==> config.mk <==
export PLATFORM = sky130hd
export DESIGN_NAME = tdm_demux4
export DESIGN_NICKNAME = d
export VERILOG_FILES = /design/src/rtl/tdm_demux4_pkg.sv /design/src/rtl/tdm_slot_ctr.sv /design/src/rtl/tdm_demux4.sv
export SDC_FILE = /design/constraint.sdc
export NUM_CORES = 1
export LEC_CHECK = 0
export CORE_ASPECT_RATIO = 1.2
export CORE_UTILIZATION = 38
export CTS_CLUSTER_SIZE = 30
export DETAILED_ROUTE_END_ITERATION = 7
export PLACE_DENSITY = 0.82
export SYNTH_ARGS = -nofsm -noshare
export SYNTH_HDL_FRONTEND = slang
export SYNTH_HIERARCHICAL = 1
export SYNTH_SLANG_ARGS = --single-unit
export TNS_END_PERCENT = 5
==> constraint.sdc <==
create_clock -name clk -period 1.5 [get_ports clk]
set_clock_uncertainty 0.2 [all_clocks]
set_input_delay 0.225 -clock clk [delete_from_list [all_inputs] [get_ports clk]]
set_output_delay 0.225 -clock clk [all_outputs]
set_load 0.005 [all_outputs]
==> src/rtl/tdm_demux4_pkg.sv <==
// Shared types and constants for the four-slot TDM demultiplexer.
// Configuration macro honoured by the top level: TDM_DEMUX4_ERRCNT_EN.
package tdm_demux4_pkg;

  typedef enum logic {
    HUNT   = 1'b0,
    LOCKED = 1'b1
  } state_t;

  localparam int NUM_SLOTS = 4;

  typedef logic [1:0] slot_t;

  localparam slot_t      SLOT_FIRST  = 2'd0;
  localparam slot_t      SLOT_SECOND = 2'd1;
  localparam slot_t      SLOT_LAST   = 2'(NUM_SLOTS - 1);
  localparam logic [7:0] ERR_CNT_MAX = 8'hFF;

  // Two-bit slot arithmetic wraps naturally at NUM_SLOTS.
  function automatic slot_t slot_inc(input slot_t s);
    return s + 2'd1;
  endfunction

endpackage

==> src/rtl/tdm_slot_ctr.sv <==
// Slot counter for the TDM demultiplexer: clear, restart-at-slot-1 and
// modulo-4 advance, with a flag for the final slot of a frame.
module tdm_slot_ctr
  import tdm_demux4_pkg::*;
(
  input  logic  clk,
  input  logic  rst,
  input  logic  clear,
  input  logic  restart,
  input  logic  advance,
  output slot_t slot,
  output logic  last
);

  slot_t slot_r;
  slot_t slot_next_s;

  // Next slot: clear beats restart beats advance.
  always_comb begin
    slot_next_s = slot_r;
    if (clear) begin
      slot_next_s = SLOT_FIRST;
    end else if (restart) begin
      slot_next_s = SLOT_SECOND;
    end else if (advance) begin
      slot_next_s = slot_inc(slot_r);
    end else begin
      slot_next_s = slot_r;
    end
  end

  // Slot register.
  always_ff @(posedge clk) begin
    if (rst) begin
      slot_r <= SLOT_FIRST;
    end else begin
      slot_r <= slot_next_s;
    end
  end

  assign slot = slot_r;
  assign last = (slot_r == SLOT_LAST);

endmodule

==> src/rtl/tdm_demux4.sv <==
// Four-channel TDM demultiplexer with sof-based framing and resync.
// Optional saturating framing-error counter: define TDM_DEMUX4_ERRCNT_EN.
module tdm_demux4
  import tdm_demux4_pkg::*;
#(
  parameter int W = 1
) (
  input  logic         clk,
  input  logic         rst,
  input  logic [W-1:0] din,
  input  logic         din_valid,
  input  logic         sof,
  output logic [W-1:0] a,
  output logic [W-1:0] b,
  output logic [W-1:0] c,
  output logic [W-1:0] d,
  output logic         frame_valid,
  output logic [1:0]   slot,
  output logic         locked,
  output logic         sync_err,
  output logic [7:0]   err_cnt
);

  state_t       state_r;
  state_t       state_next_s;
  slot_t        slot_s;
  logic         last_s;
  logic         clear_s;
  logic         restart_s;
  logic         advance_s;
  logic         store_first_s;
  logic         store_slot_s;
  logic         load_frame_s;
  logic         err_s;
  logic [W-1:0] shadow0_r;
  logic [W-1:0] shadow1_r;
  logic [W-1:0] shadow2_r;
  logic [W-1:0] a_r;
  logic [W-1:0] b_r;
  logic [W-1:0] c_r;
  logic [W-1:0] d_r;
  logic         frame_valid_r;
  logic         sync_err_r;

  tdm_slot_ctr u_slot_ctr (
    .clk     (clk),
    .rst     (rst),
    .clear   (clear_s),
    .restart (restart_s),
    .advance (advance_s),
    .slot    (slot_s),
    .last    (last_s)
  );

  // Framing FSM: next state and per-sample control strobes.
  always_comb begin
    state_next_s  = state_r;
    clear_s       = 1'b0;
    restart_s     = 1'b0;
    advance_s     = 1'b0;
    store_first_s = 1'b0;
    store_slot_s  = 1'b0;
    load_frame_s  = 1'b0;
    err_s         = 1'b0;
    case (state_r)
      HUNT: begin
        if (din_valid && sof) begin
          restart_s     = 1'b1;
          store_first_s = 1'b1;
          state_next_s  = LOCKED;
        end else begin
          state_next_s  = HUNT;
        end
      end
      LOCKED: begin
        if (!din_valid) begin
          state_next_s = LOCKED;
        end else if (sof) begin
          // A sof mid-frame abandons the partial frame and restarts here.
          restart_s     = 1'b1;
          store_first_s = 1'b1;
          err_s         = (slot_s != SLOT_FIRST);
          state_next_s  = LOCKED;
        end else if (slot_s == SLOT_FIRST) begin
          err_s        = 1'b1;
          clear_s      = 1'b1;
          state_next_s = HUNT;
        end else begin
          advance_s     = 1'b1;
          store_slot_s  = 1'b1;
          load_frame_s  = last_s;
          state_next_s  = LOCKED;
        end
      end
      default: begin
        clear_s      = 1'b1;
        state_next_s = HUNT;
      end
    endcase
  end

  // State register.
  always_ff @(posedge clk) begin
    if (rst) begin
      state_r <= HUNT;
    end else begin
      state_r <= state_next_s;
    end
  end

  // Shadow capture of slots 0..2; slot 3 goes straight to d.
  always_ff @(posedge clk) begin
    if (rst) begin
      shadow0_r <= '0;
      shadow1_r <= '0;
      shadow2_r <= '0;
    end else if (store_first_s) begin
      shadow0_r <= din;
    end else if (store_slot_s) begin
      case (slot_s)
        2'd1:    shadow1_r <= din;
        2'd2:    shadow2_r <= din;
        default: shadow0_r <= shadow0_r;
      endcase
    end
  end

  // Parallel frame output load and one-cycle status pulses.
  always_ff @(posedge clk) begin
    if (rst) begin
      a_r           <= '0;
      b_r           <= '0;
      c_r           <= '0;
      d_r           <= '0;
      frame_valid_r <= 1'b0;
      sync_err_r    <= 1'b0;
    end else begin
      frame_valid_r <= load_frame_s;
      sync_err_r    <= err_s;
      if (load_frame_s) begin
        a_r <= shadow0_r;
        b_r <= shadow1_r;
        c_r <= shadow2_r;
        d_r <= din;
      end
    end
  end

`ifdef TDM_DEMUX4_ERRCNT_EN
  logic [7:0] err_cnt_r;

  // Saturating framing-error counter, advanced with each sync_err pulse.
  always_ff @(posedge clk) begin
    if (rst) begin
      err_cnt_r <= 8'd0;
    end else if (err_s && (err_cnt_r != ERR_CNT_MAX)) begin
      err_cnt_r <= err_cnt_r + 8'd1;
    end
  end

  assign err_cnt = err_cnt_r;
`else
  assign err_cnt = 8'd0;
`endif

  assign a           = a_r;
  assign b           = b_r;
  assign c           = c_r;
  assign d           = d_r;
  assign frame_valid = frame_valid_r;
  assign sync_err    = sync_err_r;
  assign slot        = slot_s;
  assign locked      = (state_r == LOCKED);

endmodule

==> summary.md, run 1 <==
| Metric | Value |
|---|---|
| Status | finished with violations |
| Failing checks | setup timing |
| Worst Path Buf+Inv | 1 |
| Largest cells by area after synthesis | dfxtp_1 (39%), mux2i_1 (11%), buf_4 (9.8%), nand2b_1 (9.2%), ha_1 (6.1%) |
| First-pass GRT wire length | 1.794 mm |
| Min-Delay Path Class | in2reg |
| Fin. Hold Viols | 0 |
| Ports | 22 |
| # DRC | 0 |
| Iter 0 DRT Violations | 2 |
| Final instance area | 854.6 sq um |
| GP Congestion | 0.8716 |
| Area Overhead vs Synth | 39.96% |
| Rows | 15 |
| Port Buffer Count | 13 |
| Synth Cell Area | 610.6 sq um |
| Unrepaired setup endpoints after global routing | true |
| Grt total ovfl | 0 |
| Height of the die | 45.91 um |
| Initial Util | 0.4171 |
| Fmax | 0.6443 GHz |
| Clk root buf | clkbuf_4 |
| Setup Crit Path Kind | reg2reg |
| Core ar. | 1464 sq um |
| Period utilization | 1.035 |
| Die W | 38.59 um |
| Final hold slack | 0.1805 ns |
| DRT antenna net count | 0 |
| Max-cap violation count | 0 |
| Launching element type of the critical path | register |
| Cells after Synth | 62 |
| Ant. Diodes | 0 |
| Worst skew pair latency | 0.27 ns |
| Critical path cell sequence | buf_6 -> ha_4 -> or4b_4 -> mux2i_1 |
| Critical path required time | 1.46 ns |
| Worst-path clk slew | 0.07 ns |
| Final-report setup violation count | 4 |
| Fin cells | 101 |
| Global-route usage over all layers | 0.1547 |
| Max IR drop VDD | 0.4046 mV |
| Seq cells post-synth | 12 |
| Power per cell area | 713.2 nW/um^2 |
| CTS buffer count | 3 |
| Unique masters post-synth | 22 |
| First-pass iteration count of the detailed router | 2 |
| Post-cts hold buffer count | 0 |
| Most frequent cells in the layout | nand2b_1 (9), conb_1 (8), dfxtp_1 (8), dlygate4sd2_1 (8), buf_4 (8) |
| Wire per inst | 11.90 um |
| Nets | 94 |
| DP Area | 775.7 sq um |
| Mean post-synth cell area | 9.848 sq um |
| Share of the synthesized area in the top cell type | 0.3934 |
| Seq/Total Area, Yosys | 0.3934 |
| Die area | 1772 sq um |
| Power Total | 0.6095 mW |
| Post-layout min period | 1.552 ns |
| Cell taking the most area after synthesis | dfxtp_1 |
| Clk sinks | 12 |
| CP Capture Type | register |
| CTS max path bufs | 2 |
| Static Leak | 0.4405 nW |
| Worst EP arrival | 1.51 ns |
| Number of global-route vias before repair | 421 |
| Final WS setup | -0.05201 ns |
| Placed cell count | 96 |
| Hpwl dp | 886 um |
| Initial antenna violation count | 0 |
| Synth warn | 6 |
| Max FO, Critical Path | 5 |
| Slowest Stage Delay on Critical Path | 0.52 ns |
| CTS tree | done |
| Most common cell after layout, fill and taps aside | nand2b_1 |
| Largest net degree at the start of global routing | 10 |
| Vias | 469 |
| Routed wire length | 1.202 mm |
| CTS H-tree lvls | 1 |
| Worst path top cell family by delay | simple AND/OR/NAND/NOR gates |
| Share of post-route cells with drive strength above 1 | 0.2976 |
| Vias per cell | 4.644 |
| Slowest cell on the critical path | or4b_4 |
| Final Max Slew Viols | 0 |
[final cells by class]
class / instances / area, sq um
multi-input cells: 45 / 356.6
clock buffers: 3 / 22.52
inverters: 2 / 7.507
repair buffers: 22 / 196.4
flip-flops and latches: 12 / 250.2
fillers: 130 / 609.3
well taps: 17 / 21.27
[worst reg2reg max path, cell delays in order, from the launching register on]
cell,delay (ns)
dfxtp_4,0.37
buf_6,0.10
ha_4,0.11
or4b_4,0.52
mux2i_1,0.15
[repair_timing]
| item | 4_1_cts | 5_1_grt |
|---|---|---|
| buffers inserted | 1 | 1 |
| setup endpoints to repair | 15 | 10 |
| pin swaps | 0 | 6 |
| gates resized for setup | 11 | 12 |
[registers in the layout (all words and copies together) (netlist names)]
signal	cells
sync_err	1
frame_valid	1
b	1
a	1
locked	1
shadow1_r	1
u_slot_ctr/slot	2
shadow2_r	1
d	1
shadow0_r	1
c	1
[per-layer routing]
| layer | vias to the layer above | GRT usage | part of all wire |
|---|---|---|---|
| met5 | - | 0 | 0 |
| met4 | 0 | 0.08276 | 0.013 |
| li1 | 236 | - | - |
| met2 | 13 | 0.2867 | 0.53 |
| met1 | 218 | 0.1391 | 0.41 |
| met3 | 2 | 0.05882 | 0.052 |
[Yosys cell counts]
cell       n
conb_1     1
buf_4      8
ha_1       3
nand2_1    2
nor3b_1    1
nor3_1     1
and2_1     1
dfxtp_1   12
inv_1      2
mux2i_1    7
nand4b_1   1
nor2_1     4
buf_6      1
a21oi_1    1
clkbuf_1   1
xor2_1     1
or4b_4     1
nor4_2     1
and4b_1    1
o21a_1     1
and3_1     2
nand2b_1   9
[worst paths after layout]
kind / start / end / slack [ns] / cells past startpoint
max: u_slot_ctr/slot[0]$_SDFFE_PP0P_ / d$_SDFFE_PP0P_ / -0.05 / 4
min: sof / frame_valid$_SDFF_PP0_ / 0.18 / 3
max reg2reg: u_slot_ctr/slot[0]$_SDFFE_PP0P_ / d$_SDFFE_PP0P_ / -0.05 / 4
min reg2reg: shadow0_r$_SDFFE_PP0P_ / a$_SDFFE_PP0P_ / 0.27 / 2
[stage by stage]
stage | worst slack, ns | util | setup TNS, ns
global route | -0.07202 | 0.5838 | -0.2921
finish | -0.05201 | 0.5838 | -0.1779
floorplan | -0.004074 | - | -0.01318
global placement | -0.3020 | 0.5299 | -2.498
CTS | -0.08408 | 0.5453 | -0.4097
detailed placement | -0.3408 | 0.5299 | -2.794
[kinds of logic after synthesis]
logic type,synth area share
XOR/XNOR,0.01435
multiplexers,0.1148
other,0.006142
AND/OR/NAND/NOR,0.2541
AO/OA/AOI/OAI,0.02049
flip-flops,0.3934
buffers and inverters,0.1352
adder cells (fa/ha/maj),0.06148
[report_power, final]
part	leakage [nW]	internal, mW	switching (mW)
Sequential	0.0995	0.322	0.00468
Clock	0.0138	0.0928	0.100
Combinational	0.327	0.0484	0.0407
(Power assumes the default switching activity.)
==> run 2, diff against run 1 <==
--- a/config.mk
+++ b/config.mk
@@ -10,6 +10,8 @@
 export CTS_CLUSTER_SIZE = 30
 export DETAILED_ROUTE_END_ITERATION = 7
 export PLACE_DENSITY = 0.82
+export SETUP_SLACK_MARGIN = 0.2
+export SLEW_MARGIN = 20
 export SYNTH_ARGS = -nofsm -noshare
 export SYNTH_HDL_FRONTEND = slang
 export SYNTH_HIERARCHICAL = 1
==> summary.md, run 2 (same netlist as run 1, synthesis figures left out) <==
| Metric | Value |
|---|---|
| Final WS setup | -0.1118 ns (-0.05975 ns) |
| DRT antenna net count | 0 (unchanged) |
| First-pass GRT wire length | 2.001 mm (+12%) |
| Vias per cell | 4.553 (-1.9%) |
| Setup Crit Path Kind | reg2reg |
| Worst-path clk slew | 0.08 ns (about the same) |
| Worst Path Buf+Inv | 2 (+1) |
| R2R depth | 7 (+3) |
| Routed wire length | 1.190 mm (-1.0%) |
| Wire per inst | 11.55 um (-2.9%) |
| GP Congestion | 0.8218 (-5.7%) |
| # DRC | 0 (unchanged) |
| CTS H-tree lvls | 1 (unchanged) |
| Critical Path Start | u_slot_ctr/slot[0]$_SDFFE_PP0P_ |
| Critical path required time | 1.46 ns (about the same) |
| Ports | 22 (unchanged) |
| Share of post-route cells with drive strength above 1 | 0.3837 (+0.08610) |
| Clk root buf | clkbuf_4 |
| Post-layout min period | 1.612 ns (+0.05975 ns) |
| Fmax | 0.6204 GHz (-3.7%) |
| Port Buffer Count | 13 (unchanged) |
| Most common cell after layout, fill and taps aside | nand2b_1 |
| Number of global-route vias before repair | 471 (+12%) |
| Unrepaired setup endpoints after global routing | true |
| Setup tns final | -0.5382 ns (-0.3604 ns) |
| Hold path startpoint | b$_SDFFE_PP0P_ |
| Fill cell count | 126 (-3.1%) |
| Max reg flops | 2 (unchanged) |
| Most frequent cells in the layout | nand2b_1 (9), conb_1 (8), buf_4 (8), mux2i_1 (7), dfxtp_1 (6) |
| Core ar. | 1464 sq um (unchanged) |
| CP Capture Type | register |
| Largest net degree at the start of global routing | 9 (-1) |
| Hold path depth | 2 (-1) |
| Max-cap violation count | 0 (unchanged) |
| Min-Delay Path Class | reg2reg |
| Fin util | 0.6043 (+0.02051) |
| Die W | 38.59 um (unchanged) |
| Final instance area | 884.6 sq um (+3.5%) |
| Slowest cell on the critical path | dfxtp_4 |
| Initial Util | 0.4171 (unchanged) |
| Area Overhead vs Synth | 44.88% |
| Ant. Diodes | 0 (unchanged) |
| Power per cell area | 772.7 nW/um^2 (+8.3%) |
| Worst path top cell family by delay | simple AND/OR/NAND/NOR gates |
| Period utilization | 1.075 (+0.03983) |
| Hold endpoint | b$_SDFFE_PP0P_ |
| Initial antenna violation count | 0 (unchanged) |
| Fin. Hold Viols | 0 (unchanged) |
| Grt total ovfl | 0 (unchanged) |
| Worst skew pair latency | 0.28 ns (about the same) |
| Max IR drop VDD | 0.4641 mV (+15%) |
| Hpwl dp | 822.2 um (-7.2%) |
| Die area | 1772 sq um (unchanged) |
| Nets | 95 (+1.1%) |
| CTS buffer count | 3 (unchanged) |
| Static Leak | 0.4139 nW (-6.0%) |
| Max FO, Critical Path | 4 (-1) |
| Vias | 469 (unchanged) |
| Failing checks | setup timing |
| Global-route usage over all layers | 0.1746 (+0.01992) |
| Slowest Stage Delay on Critical Path | 0.36 ns (-0.16 ns) |
| Rows | 15 (unchanged) |
| RR Endpoint | shadow1_r$_SDFFE_PP0P_ |
| Height of the die | 45.91 um (unchanged) |
| FF-to-FF Start | u_slot_ctr/slot[0]$_SDFFE_PP0P_ |
| Final Max Slew Viols | 0 (unchanged) |
| Status | finished with violations |
| CTS max path bufs | 2 (unchanged) |
| Launching element type of the critical path | register |
| Critical path cell sequence | buf_12 -> nor2_4 -> inv_2 -> ha_2 -> and3_4 -> and4b_1 -> mux2i_1 |
| Worst EP arrival | 1.57 ns (+0.06 ns) |
| Clk sinks | 12 (unchanged) |
| Area of the multi-input gates | 354.1 sq um (-0.70%) |
| DP Area | 798.3 sq um (+2.9%) |
| First-pass iteration count of the detailed router | 4 (+2) |
| Area occupied by registers | 255.2 sq um (+2.0%) |
| Setup slack, reg-to-reg | -0.11 ns (-0.06 ns) |
| Iter 0 DRT Violations | 11 (+9) |
| Final-report setup violation count | 8 (+4) |
| CTS tree | done |
run 2: metrics by stage:
| step | hold slack [ns] | power [mW] | instances | setup slack (ns) |
|---|---|---|---|---|
| finish | 0.2710 | 0.6835 | 103 | -0.1118 |
| global route | 0.2951 | 0.7140 | 103 | -0.1945 |
| CTS | 0.2735 | 0.6866 | 103 | -0.1016 |
| detailed placement | 0.2606 | 0.4126 | 96 | -0.3351 |
| global placement | 0.2582 | 0.4106 | 96 | -0.2843 |
| floorplan | 0.08916 | 0.3855 | 69 | 0.001346 |
run 2: worst max-delay path by stage:
stage | to | cells past startpoint | slack (ns)
after floorplan | d$_SDFFE_PP0P_ | 4 | 0.001
after global placement | u_slot_ctr/slot[1]$_SDFFE_PP0P_ | 6 | -0.28
after detailed placement | shadow1_r$_SDFFE_PP0P_ | 6 | -0.34
after CTS | u_slot_ctr/slot[0]$_SDFFE_PP0P_ | 7 | -0.10
after global routing | shadow1_r$_SDFFE_PP0P_ | 7 | -0.19
final | shadow1_r$_SDFFE_PP0P_ | 7 | -0.11
run 2: layout make-up:
cell class | instances | area share
multi-input combinational | 45 | 0.4003
tap | 17 | 0.02405
inverter | 2 | 0.008487
timing repair buffer | 23 | 0.2376
sequential | 12 | 0.2885
clock buffer | 4 | 0.04102
run 2: layer usage:
layer  up-vias  routed length (um)  global-route usage
met1       211                 482              0.1752
met3         2                  31             0.02941
met2        17                 650              0.3133
li1        239                   -                   -
met4         0                  25              0.1241
met5         -                   0                   0
run 2: worst min-delay path: stages (launching register included):
cell      delay, ns
dfxtp_2        0.32
nand2b_1       0.06
mux2i_1        0.06
run 2: timing repair:
action                     4_1_cts  5_1_grt
buffers inserted                 3        0
hold endpoints to repair         0        0
setup endpoints to repair       20       19
pin swaps                        7        4
resized for setup               26        7
hold buffers                     0        0
run 2: power breakdown:
group | leakage (nW) | switching, mW | total [mW] | internal [mW]
registers | 0.101 | 0.00561 | 0.327 | 0.322
clock network | 0.0210 | 0.117 | 0.265 | 0.148
logic | 0.292 | 0.0398 | 0.0918 | 0.0520
total | 0.414 | 0.162 | 0.684 | 0.521
